--- config.mk ---
export PLATFORM = sky130hd
export DESIGN_NAME = ldm_stm_sequencer_flat
export DESIGN_NICKNAME = d
export VERILOG_FILES = /design/src/rtl/ldm_stm_sequencer_if.sv /design/src/rtl/ldm_stm_sequencer.sv /design/src/flat_wrapper.sv
export SDC_FILE = /design/constraint.sdc
export NUM_CORES = 1
export LEC_CHECK = 0
export BUFFER_PORTS_ARGS = -buffer_cell sky130_fd_sc_hd__buf_2
export CAP_MARGIN = 40
export CORE_MARGIN = 8
export CORE_UTILIZATION = 35
export DETAILED_ROUTE_END_ITERATION = 12
export PLACE_DENSITY_LB_ADDON = 0.1
export SYNTH_ARGS = -nofsm -noshare
export SYNTH_HDL_FRONTEND = slang
export SYNTH_SLANG_ARGS = --single-unit
--- constraint.sdc ---
create_clock -name clk_in -period 3.6 [get_ports clk_in]
set_input_delay 0.72 -clock clk_in [delete_from_list [all_inputs] [get_ports clk_in]]
set_output_delay 0.72 -clock clk_in [all_outputs]
set_load 0.005 [all_outputs]
--- src/rtl/ldm_stm_sequencer_if.sv ---
// Handshake/bus bundle between the LDM/STM sequencer and its controller.
// LDM_STM_WRITEBACK_EN adds the base writeback signals.
interface ldm_stm_sequencer_if #(
  parameter int REG_COUNT  = 16,
  parameter int RIDX_W     = 4,
  parameter int ADDR_WIDTH = 32
);
  logic                  start_in;
  logic [REG_COUNT-1:0]  reg_list_in;
  logic [ADDR_WIDTH-1:0] base_addr_in;
  logic [1:0]            mode_in;
  logic                  ready_in;
  logic                  busy_out;
  logic                  valid_out;
  logic [RIDX_W-1:0]     reg_addr_out;
  logic [ADDR_WIDTH-1:0] mem_addr_out;
  logic                  last_out;
  logic                  done_out;
`ifdef LDM_STM_WRITEBACK_EN
  logic [ADDR_WIDTH-1:0] wb_addr_out;
  logic                  wb_en_out;

  modport master (
    output start_in, reg_list_in, base_addr_in, mode_in, ready_in,
    input  busy_out, valid_out, reg_addr_out, mem_addr_out, last_out, done_out,
    input  wb_addr_out, wb_en_out
  );

  modport slave (
    input  start_in, reg_list_in, base_addr_in, mode_in, ready_in,
    output busy_out, valid_out, reg_addr_out, mem_addr_out, last_out, done_out,
    output wb_addr_out, wb_en_out
  );
`else
  modport master (
    output start_in, reg_list_in, base_addr_in, mode_in, ready_in,
    input  busy_out, valid_out, reg_addr_out, mem_addr_out, last_out, done_out
  );

  modport slave (
    input  start_in, reg_list_in, base_addr_in, mode_in, ready_in,
    output busy_out, valid_out, reg_addr_out, mem_addr_out, last_out, done_out
  );
`endif
endinterface

--- src/rtl/ldm_stm_sequencer.sv ---
// LDM/STM multi-register transfer sequencer: one register/address beat per handshake, lowest index first.
// Define LDM_STM_WRITEBACK_EN to add the base writeback value and strobe.
module ldm_stm_sequencer #(
  parameter int REG_COUNT  = 16,
  parameter int RIDX_W     = 4,
  parameter int ADDR_WIDTH = 32,
  parameter int WORD_BYTES = 4
) (
  input logic                clk_in,
  input logic                reset_in,
  ldm_stm_sequencer_if.slave bus
);

  localparam logic [ADDR_WIDTH-1:0] WB    = ADDR_WIDTH'(WORD_BYTES);
  localparam logic [RIDX_W:0]       ONE   = (RIDX_W+1)'(1);
  localparam logic [RIDX_W:0]       TWO   = (RIDX_W+1)'(2);

  typedef enum logic [1:0] {IDLE, RUN, DONE} state_t;

  state_t                state;
  logic [REG_COUNT-1:0]  list_q;
  logic [RIDX_W:0]       cnt_q;
  logic                  busy_q;
  logic                  valid_q;
  logic [RIDX_W-1:0]     reg_addr_q;
  logic [ADDR_WIDTH-1:0] mem_addr_q;
  logic                  last_q;
  logic                  done_q;

  logic [RIDX_W:0]       start_cnt;
  logic [ADDR_WIDTH-1:0] span;
  logic [ADDR_WIDTH-1:0] start_addr;
  logic [REG_COUNT-1:0]  next_list;

  function automatic logic [RIDX_W-1:0] lowest_idx(input logic [REG_COUNT-1:0] l);
    lowest_idx = '0;
    for (int i = REG_COUNT - 1; i >= 0; i--)
      if (l[i]) lowest_idx = RIDX_W'(i);
  endfunction

  function automatic logic [RIDX_W:0] popcount(input logic [REG_COUNT-1:0] l);
    popcount = '0;
    for (int i = 0; i < REG_COUNT; i++)
      popcount = popcount + (RIDX_W+1)'(l[i]);
  endfunction

  // Decrementing modes start at the bottom of the block so addresses still ascend with index.
  always_comb begin
    start_cnt = popcount(bus.reg_list_in);
    span      = ADDR_WIDTH'(start_cnt) * WB;
    case (bus.mode_in)
      2'b01:   start_addr = bus.base_addr_in;
      2'b11:   start_addr = bus.base_addr_in + WB;
      2'b00:   start_addr = bus.base_addr_in - span + WB;
      default: start_addr = bus.base_addr_in - span;
    endcase
    next_list = list_q;
    next_list[reg_addr_q] = 1'b0;
  end

`ifdef LDM_STM_WRITEBACK_EN
  logic [ADDR_WIDTH-1:0] start_wb;
  logic [ADDR_WIDTH-1:0] wb_q;
  logic [ADDR_WIDTH-1:0] wb_addr_q;
  logic                  wb_en_q;

  always_comb begin
    start_wb = bus.mode_in[0] ? (bus.base_addr_in + span) : (bus.base_addr_in - span);
  end

  always_ff @(posedge clk_in or negedge reset_in) begin
    if (!reset_in) begin
      wb_q      <= '0;
      wb_addr_q <= '0;
      wb_en_q   <= 1'b0;
    end else begin
      case (state)
        IDLE: if (bus.start_in) begin
          wb_q <= start_wb;
          if (start_cnt == '0) begin
            wb_addr_q <= start_wb;
            wb_en_q   <= 1'b1;
          end
        end
        RUN: if (bus.ready_in && last_q) begin
          wb_addr_q <= wb_q;
          wb_en_q   <= 1'b1;
        end
        default: begin
          wb_q      <= '0;
          wb_addr_q <= '0;
          wb_en_q   <= 1'b0;
        end
      endcase
    end
  end

  assign bus.wb_addr_out = wb_addr_q;
  assign bus.wb_en_out   = wb_en_q;
`endif

  always_ff @(posedge clk_in or negedge reset_in) begin
    if (!reset_in) begin
      state      <= IDLE;
      list_q     <= '0;
      cnt_q      <= '0;
      busy_q     <= 1'b0;
      valid_q    <= 1'b0;
      reg_addr_q <= '0;
      mem_addr_q <= '0;
      last_q     <= 1'b0;
      done_q     <= 1'b0;
    end else begin
      case (state)
        IDLE: if (bus.start_in) begin
          busy_q <= 1'b1;
          list_q <= bus.reg_list_in;
          cnt_q  <= start_cnt;
          if (start_cnt != '0) begin
            state      <= RUN;
            valid_q    <= 1'b1;
            reg_addr_q <= lowest_idx(bus.reg_list_in);
            mem_addr_q <= start_addr;
            last_q     <= (start_cnt == ONE);
          end else begin
            state  <= DONE;
            done_q <= 1'b1;
          end
        end
        RUN: if (bus.ready_in) begin
          if (last_q) begin
            state      <= DONE;
            valid_q    <= 1'b0;
            reg_addr_q <= '0;
            mem_addr_q <= '0;
            last_q     <= 1'b0;
            list_q     <= '0;
            cnt_q      <= '0;
            done_q     <= 1'b1;
          end else begin
            list_q     <= next_list;
            cnt_q      <= cnt_q - ONE;
            reg_addr_q <= lowest_idx(next_list);
            mem_addr_q <= mem_addr_q + WB;
            last_q     <= (cnt_q == TWO);
          end
        end
        DONE: begin
          state  <= IDLE;
          busy_q <= 1'b0;
          done_q <= 1'b0;
          list_q <= '0;
          cnt_q  <= '0;
        end
        default: state <= IDLE;
      endcase
    end
  end

  assign bus.busy_out     = busy_q;
  assign bus.valid_out    = valid_q;
  assign bus.reg_addr_out = reg_addr_q;
  assign bus.mem_addr_out = mem_addr_q;
  assign bus.last_out     = last_q;
  assign bus.done_out     = done_q;

endmodule

--- src/flat_wrapper.sv ---
// flat-port wrapper written by rule: the top's interface ports become plain ports
module ldm_stm_sequencer_flat 
#(
  parameter int REG_COUNT  = 16,
  parameter int RIDX_W     = 4,
  parameter int ADDR_WIDTH = 32,
  parameter int WORD_BYTES = 4
)
  (clk_in, reset_in, bus_start_in, bus_reg_list_in, bus_base_addr_in, bus_mode_in, bus_ready_in, bus_busy_out, bus_valid_out, bus_reg_addr_out, bus_mem_addr_out, bus_last_out, bus_done_out);
  ldm_stm_sequencer_if #(.REG_COUNT(REG_COUNT), .RIDX_W(RIDX_W), .ADDR_WIDTH(ADDR_WIDTH)) bus_i ();
  input logic clk_in;
  input logic reset_in;
  input wire logic [$bits(bus_i.start_in)-1:0] bus_start_in;
  input wire logic [$bits(bus_i.reg_list_in)-1:0] bus_reg_list_in;
  input wire logic [$bits(bus_i.base_addr_in)-1:0] bus_base_addr_in;
  input wire logic [$bits(bus_i.mode_in)-1:0] bus_mode_in;
  input wire logic [$bits(bus_i.ready_in)-1:0] bus_ready_in;
  output wire logic [$bits(bus_i.busy_out)-1:0] bus_busy_out;
  output wire logic [$bits(bus_i.valid_out)-1:0] bus_valid_out;
  output wire logic [$bits(bus_i.reg_addr_out)-1:0] bus_reg_addr_out;
  output wire logic [$bits(bus_i.mem_addr_out)-1:0] bus_mem_addr_out;
  output wire logic [$bits(bus_i.last_out)-1:0] bus_last_out;
  output wire logic [$bits(bus_i.done_out)-1:0] bus_done_out;
  assign bus_i.start_in = bus_start_in;
  assign bus_i.reg_list_in = bus_reg_list_in;
  assign bus_i.base_addr_in = bus_base_addr_in;
  assign bus_i.mode_in = bus_mode_in;
  assign bus_i.ready_in = bus_ready_in;
  assign bus_busy_out = bus_i.busy_out;
  assign bus_valid_out = bus_i.valid_out;
  assign bus_reg_addr_out = bus_i.reg_addr_out;
  assign bus_mem_addr_out = bus_i.mem_addr_out;
  assign bus_last_out = bus_i.last_out;
  assign bus_done_out = bus_i.done_out;
  ldm_stm_sequencer #(.REG_COUNT(REG_COUNT), .RIDX_W(RIDX_W), .ADDR_WIDTH(ADDR_WIDTH), .WORD_BYTES(WORD_BYTES)) u_core (.clk_in(clk_in), .reset_in(reset_in), .bus(bus_i));
endmodule
==> results of run 1 <==
## logic make-up after synthesis
family                     count (synthesis)  synth area share
buffers and inverters                    111            0.0632
adders and majority gates                 30            0.0611
xor gates and xnor gates                  59            0.0707
AOI/OAI and AO/OA                        353             0.303
and+or+nand+nor                          389             0.270
muxes                                     15            0.0212
DFF                                       63             0.210
## flip-flops by register name, indices dropped and copies added, names as in the netlist
register,count
u_core.list_q,16
u_core.bus.busy_out,1
u_core.cnt_q,5
u_core.bus.reg_addr_out,4
u_core.state,2
u_core.bus.done_out,1
u_core.bus.mem_addr_out,32
u_core.bus.valid_out,1
u_core.bus.last_out,1
## what timing repair did
item | 4_1_cts | 5_1_grt
gates resized for setup | 116 | 61
endpoints found under the hold margin | 0 | 0
buffers inserted | 33 | 13
endpoints found under the setup margin | 46 | 46
gates cloned | 1 | 0
pin swaps | 42 | 36
## metrics by stage
step	hold slack, ns	std cells
final	0.261	1636
after global routing	0.282	1636
after CTS	0.259	1625
after detailed placement	0.475	1579
after global placement	0.461	1579
after floorplan	0.424	1020
## Yosys cell counts, types with 13 or more instances
master    count
o21ai_0     114
nand2_1      90
nor2_1       90
a21oi_1      75
dfrtp_1      63
inv_1        51
clkbuf_1     44
xnor2_1      37
nor3_1       36
nand3_1      34
nor4_1       22
xor2_1       21
a31oi_1      20
ha_1         19
nand2b_1     16
nor2b_1      16
and3_1       15
a211oi_1     13
o21a_1       13
o221ai_1     13
## power by group through the flow
stage	clock network, mW	registers [mW]	logic [mW]
global route	1.02	1.46	7.99
CTS	0.989	1.41	6.97
detailed placement	0	1.41	5.78
floorplan	0	1.31	3.33
finish	0.973	1.42	7.34
global placement	0	1.41	5.75
## area by class of cell
type,instances,area [µm²]
multi-input combinational,846,6260
sequential,63,1580
fill,1980,9430
clock inverter,3,65.1
clock buffer,12,267
inverter,52,195
tap,275,344
timing repair buffer,385,2880
## how the worst max path moves through the flow
| stage | from | to |
|---|---|---|
| final | bus_reg_list_in[1] | u_core.bus.mem_addr_out[26] |
| after global routing | bus_reg_list_in[1] | u_core.bus.mem_addr_out[30] |
| after CTS | bus_reg_list_in[1] | u_core.bus.mem_addr_out[30] |
| after detailed placement | bus_reg_list_in[1] | u_core.bus.mem_addr_out[26] |
| after global placement | bus_reg_list_in[1] | u_core.bus.mem_addr_out[26] |
| after floorplan | bus_reg_list_in[1] | u_core.bus.mem_addr_out[26] |
## cell usage in the layout, fill, tap and decap left out, drive strengths merged, types with 16 or more instances in the layout
cell type	count
xor2	21
nor3	36
ha	19
a21oi	75
dfrtp	63
nand3	34
nor2	90
o21ai	120
xnor2	37
nor2b	16
nor4	23
nand2b	16
inv	51
buf	384
a31oi	20
nand2	90
## metal layers
layer,vias up,part of all wire
li1,4455,-
met1,4398,0.48
met2,293,0.45
met3,27,0.058
met4,0,0.011
met5,-,0
==> results_dict.tcl, run 1 <==
set metrics [dict create \
    grt.busiest_layer "met2" \
    final_util 0.551 \
    violations "setup timing" \
    cpLargestDelayFamily "adder cells" \
    crit_path_cell_trace "buf_8 > ha_4 > inv_2 > fa_1 > fa_1 > fa_1 > fa_1 > fa_2 > fa_2 > inv_2 > fa_2 > or4b_4 > and3_4 > buf_6 > a21oi_4 > mux2i_4 > or4b_4 > or4_4 > or4_4 > a221oi_2 > o21ai_1" \
    clkTransAtPathRegs_ns 0.06 \
    maxSlewViolCount 0 \
    via_count 9173 \
    synth_top_cell_by_area "dfrtp_1" \
    reg2reg_slack_ns 0.46 \
    drtIter0Drc 632 \
    slowest_stage "or4b_4" \
    reg2reg_from "u_core.bus.mem_addr_out[6]" \
    dr.pass1.iters 8 \
    core_region_area_um2 21000 \
    syn_avg_cell_area_um2 7.35 \
    ys_types 87 \
    p_seq_frac 0.146 \
    power.leakage_nw 5.00 \
    postSynthCellCount 1020 \
    pre_cts_slack_ns -4.01 \
    start_util 0.357 \
    grt-ovfl-total 0 \
    rsz0062_at_grt "true" \
    clkSinkCount 63 \
    worstSetupPathType "in2reg" \
    ys_seq_elements 63 \
    cts.htree.levels 3 \
    finalSetupViolations 46 \
    grt.total_usage 0.227 \
    gp_congestion 0.917 \
    clockRootBuffer "clkbuf_16" \
    fin_crit_ns 7.11 \
    powerDensity_nw_per_um2 840 \
    place_hpwl_um 23300 \
    syn-cell-area_um2 7500 \
    endpoint_kind "register" \
    drtAntennaViolNets 0 \
    critPathRequiredTime_ns 3.82 \
    yosys_warnings 0 \
    ir_worst_vdd_uv 474 \
    clockBufferDepth 2 \
    relSlewSlack 0.488 \
    cp.depth 21 \
    switching_share 0.447 \
    portBuffers 93 \
    grt_max_degree 54 \
    synth.top_cell.area_share 0.210 \
    use_met3 0.0207 \
    hold_class "in2async" \
    boundaryPins 94 \
    dpl-instance-area_um2 10200 \
    wl_per_cell_um 18.6 \
    ys.flop_type "dfrtp_1" \
    synth_edf_count 0 \
    max_slew.worst_pin.slew_ns 0.768 \
    area_growth_pct 54.5 \
    via_per_inst 5.61 \
    cap_viol_max_count 0 \
    clkLatencyLatePin_ns 0.33 \
    worst_ep_arrival_time_ns 7.33 \
    reg2reg_depth 10 \
    p_int_mw 5.39 \
    final_nets 1441 \
    cts_tree "built" \
    power_frac_comb 0.754 \
    async_reset_ff_frac 1.00 \
    grt_pass1_wl_um 48500 \
    syn_nets 1104 \
    clkPwrFrac 0.100 \
    status "finished, violations left" \
    synth_area_leaders "dfrtp_1 (21%), o21ai_0 (7.6%), a21oi_1 (5.0%)" \
    yosysSeqAreaShare 0.210 \
    power_switching_mw 4.35 \
    met1_usage 0.337 \
    period_share 1.98 \
    antenna_cells 0 \
    antenna_found_initial 0 \
    skew_ns 0.00759 \
    fmax_ghz 0.141 \
    grt_use_met2 0.351 \
    drive_above_1_share 0.396 \
    setup-tns-final_ns -121.12 \
    grt_pass1_vias 8644 \
    path_max_fanout 7 \
    fp.dieH_um 162 \
    dieWidth_um 162 \
    wl_um 30400 \
    cp_slowest_stage_delay_ns 0.57 \
    cts_hold_buf 0 \
    crit_top_cell "fa_1" \
    reg2reg_to "u_core.bus.mem_addr_out[25]" \
    finalPower_mw 9.74 \
    start_kind "input port" \
    die_area_um2 26400 \
    fin_area_um2 11600 \
    worst-path-buf-inv 4 \
    setup_ws_ns -3.51 \
    cts_buffers 9 \
    floorplan.rows 53 \
    drc 0 \
    hold_viol 0 \
]
No activity file was read; power rests on OpenSTA's default activity.
==> run 2, diff against run 1 <==
- ABC_AREA: default -> 1
==> results_dict.tcl, run 2 <==
set metrics [dict create \
    gp_congestion 1.01 \
    largest_reg_flops 32 \
    grt_max_degree 44 \
    cts_tree "built" \
    hold_viol 0 \
    antenna_found_initial 0 \
    violations "setup timing" \
    power_switching_mw 4.34 \
    synth.top_cell.area_share 0.195 \
    yosys_warnings 0 \
    endpoint "u_core.bus.mem_addr_out[24]" \
    syn_nets 1436 \
    start_util 0.357 \
    nFillCells 2258 \
    async_reset_ff_frac 1.00 \
    die_area_um2 28200 \
    powerDensity_nw_per_um2 712 \
    max_slew.worst_pin.slew_ns 0.768 \
    ir_worst_vdd_uv 562 \
    synth_top_cell_by_area "dfrtp_1" \
    finalSetupViolations 46 \
    area_growth_pct 50.8 \
    fin_area_um2 12200 \
    clkPwrFrac 0.100 \
    cts_buffers 9 \
    drive_above_1_share 0.380 \
    clockBufferDepth 2 \
    fp.dieH_um 168 \
    final_common_cell "nand2_1" \
    ys_types 60 \
    cp_slowest_stage_delay_ns 0.60 \
    dpl-instance-area_um2 10200 \
    core_region_area_um2 22600 \
    start_kind "input port" \
    boundaryPins 94 \
    ys_seq_elements 63 \
    clkSinkCount 63 \
    power_frac_comb 0.734 \
    synth_common_cells "nand2_1 (316), inv_1 (189), nor2_1 (168)" \
    ys.flop_type "dfrtp_1" \
    syn_avg_cell_area_um2 5.98 \
    final_cell_mix "nand2_1 (254), buf_4 (181), inv_1 (176), nor2_1 (131), nand3_1 (101)" \
    setup-tns-final_ns -85.10 \
    fmax_ghz 0.165 \
    seqCellArea_um2 1580 \
    via_per_inst 5.32 \
    dieWidth_um 168 \
    grt-ovfl-total 0 \
    p_int_mw 4.33 \
    postSynthCellCount 1352 \
    reg2reg_to "u_core.list_q[3]" \
    rsz0062_at_grt "true" \
    setup_ws_ns -2.48 \
    hold_class "in2async" \
    cp-startpoint "bus_reg_list_in[1]" \
    floorplan.rows 55 \
    finalPower_mw 8.67 \
    worstSetupPathType "in2reg" \
    cts.htree.levels 3 \
    path_max_fanout 3 \
    grt_pass1_vias 10300 \
    p_seq_frac 0.166 \
    place_hpwl_um 25800 \
    worst_ep_arrival_time_ns 6.34 \
    switching_share 0.501 \
    endpoint_kind "register" \
    via_count 10300 \
    yosysSeqAreaShare 0.195 \
    clkLatencyLatePin_ns 0.34 \
    power.leakage_nw 5.77 \
    critPathRequiredTime_ns 3.86 \
    drtAntennaViolNets 0 \
    reg2reg_from "u_core.state[1]" \
    period_share 1.69 \
    maxSlewViolCount 0 \
    reg2reg_slack_ns 0.56 \
    drc 0 \
    reg2reg_depth 10 \
    wl_per_cell_um 17.7 \
    cap_viol_max_count 0 \
    dr.pass1.iters 7 \
    grt_pass1_wl_um 53000 \
    portBuffers 93 \
    clkTransAtPathRegs_ns 0.06 \
    final_nets 1732 \
    multi_input_area_um2 6680 \
    yosysMostFrequentCell "nand2_1" \
    relSlewSlack 0.488 \
    synth_edf_count 0 \
    wl_um 34300 \
    status "finished, violations left" \
    grt.total_usage 0.234 \
    slowest_stage "fa_2" \
    syn-cell-area_um2 8080 \
    antenna_cells 0 \
    crit_top_cell "fa_1" \
    fin_crit_ns 6.08 \
    clockRootBuffer "clkbuf_16" \
    cts_hold_buf 0 \
    skew_ns 0.00998 \
    synth_area_leaders "dfrtp_1 (20%), nand2_1 (15%), inv_1 (8.8%)" \
    drtIter0Drc 689 \
    pre_cts_slack_ns -2.83 \
]
run 2: cell types whose count changed in the layout (fill, tap and decap cells not counted), moves of 20 or more:
| cell | change |
|---|---|
| nand4_1 | +28 |
| o21ai_0 | -59 |
| inv_1 | +128 |
| nand2_1 | +169 |
| buf_4 | -65 |
| nand3_2 | +36 |
| nand2_4 | +25 |
| a21oi_1 | +34 |
| xnor2_1 | -31 |
| nor2_4 | +35 |
| nor2_1 | +48 |
| nand2_2 | +55 |
| nand3_1 | +69 |
| nor2_2 | +20 |
run 2: metrics by stage:
step | instances | hold WS (ns) | utilization
2_1_floorplan | 1352 | 0.424 | -
3_3_place_gp | 1863 | 0.451 | 0.450
3_5_place_dp | 1863 | 0.453 | 0.450
4_1_cts | 1922 | 0.457 | 0.512
5_1_grt | 1938 | 0.493 | 0.538
6_report | 1938 | 0.441 | 0.538
run 2: power groups by stage:
stage	Sequential (mW)	Clock (mW)	Combinational (mW)
global placement	1.44	0	5.04
global route	1.49	0.917	6.96
floorplan	1.37	0	3.24
CTS	1.44	0.883	5.80
detailed placement	1.45	0	5.08
finish	1.44	0.864	6.37
run 2: worst min-delay path by stage:
stage                                          start                          end  cells after the start
after global placement    u_core.bus.mem_addr_out[1]   u_core.bus.mem_addr_out[1]                      2
after floorplan                             reset_in          u_core.bus.busy_out                      0
final                                       reset_in  u_core.bus.mem_addr_out[30]                      1
after global routing                        reset_in  u_core.bus.mem_addr_out[30]                      1
after detailed placement  u_core.bus.mem_addr_out[1]   u_core.bus.mem_addr_out[1]                      2
after CTS                                   reset_in  u_core.bus.mem_addr_out[30]                      1
run 2: critical path, delay by kind of cell:
| family | cells | cell delay (ns) |
|---|---|---|
| AO/OA/AOI/OAI | 2 | 0.28 |
| AND/OR/NAND/NOR | 14 | 1.37 |
| buffers and inverters | 6 | 0.61 |
| adder cells (fa/ha/maj) | 8 | 3.34 |
run 2: timing repair:
action	CTS	global route
gates resized for setup	190	100
setup endpoints to repair	46	46
hold endpoints to repair	0	0
buffers inserted	56	17
pin swaps	84	71
cloned	1	3
run 2: metal layers:
metal	share of wire	GRT usage
met1	0.41	0.271
met4	0.053	0.140
met5	0	0
met3	0.054	0.0398
met2	0.49	0.401
run 2: final cells by class:
type | instances | area share
multi-input cells | 1049 | 0.548
well taps | 285 | 0.0293
clock buffers | 11 | 0.0208
flip-flops and latches | 63 | 0.129
inverters | 200 | 0.0631
repair buffers | 325 | 0.206
clock inverters | 5 | 0.00329
run 2: cells by family after synthesis:
group                    synth area share
AO/OA/AOI/OAI                       0.179
AND/OR/NAND/NOR                     0.449
flip-flops                          0.195
buffers and inverters               0.115
adder cells (fa/ha/maj)            0.0567
XOR/XNOR                          0.00418
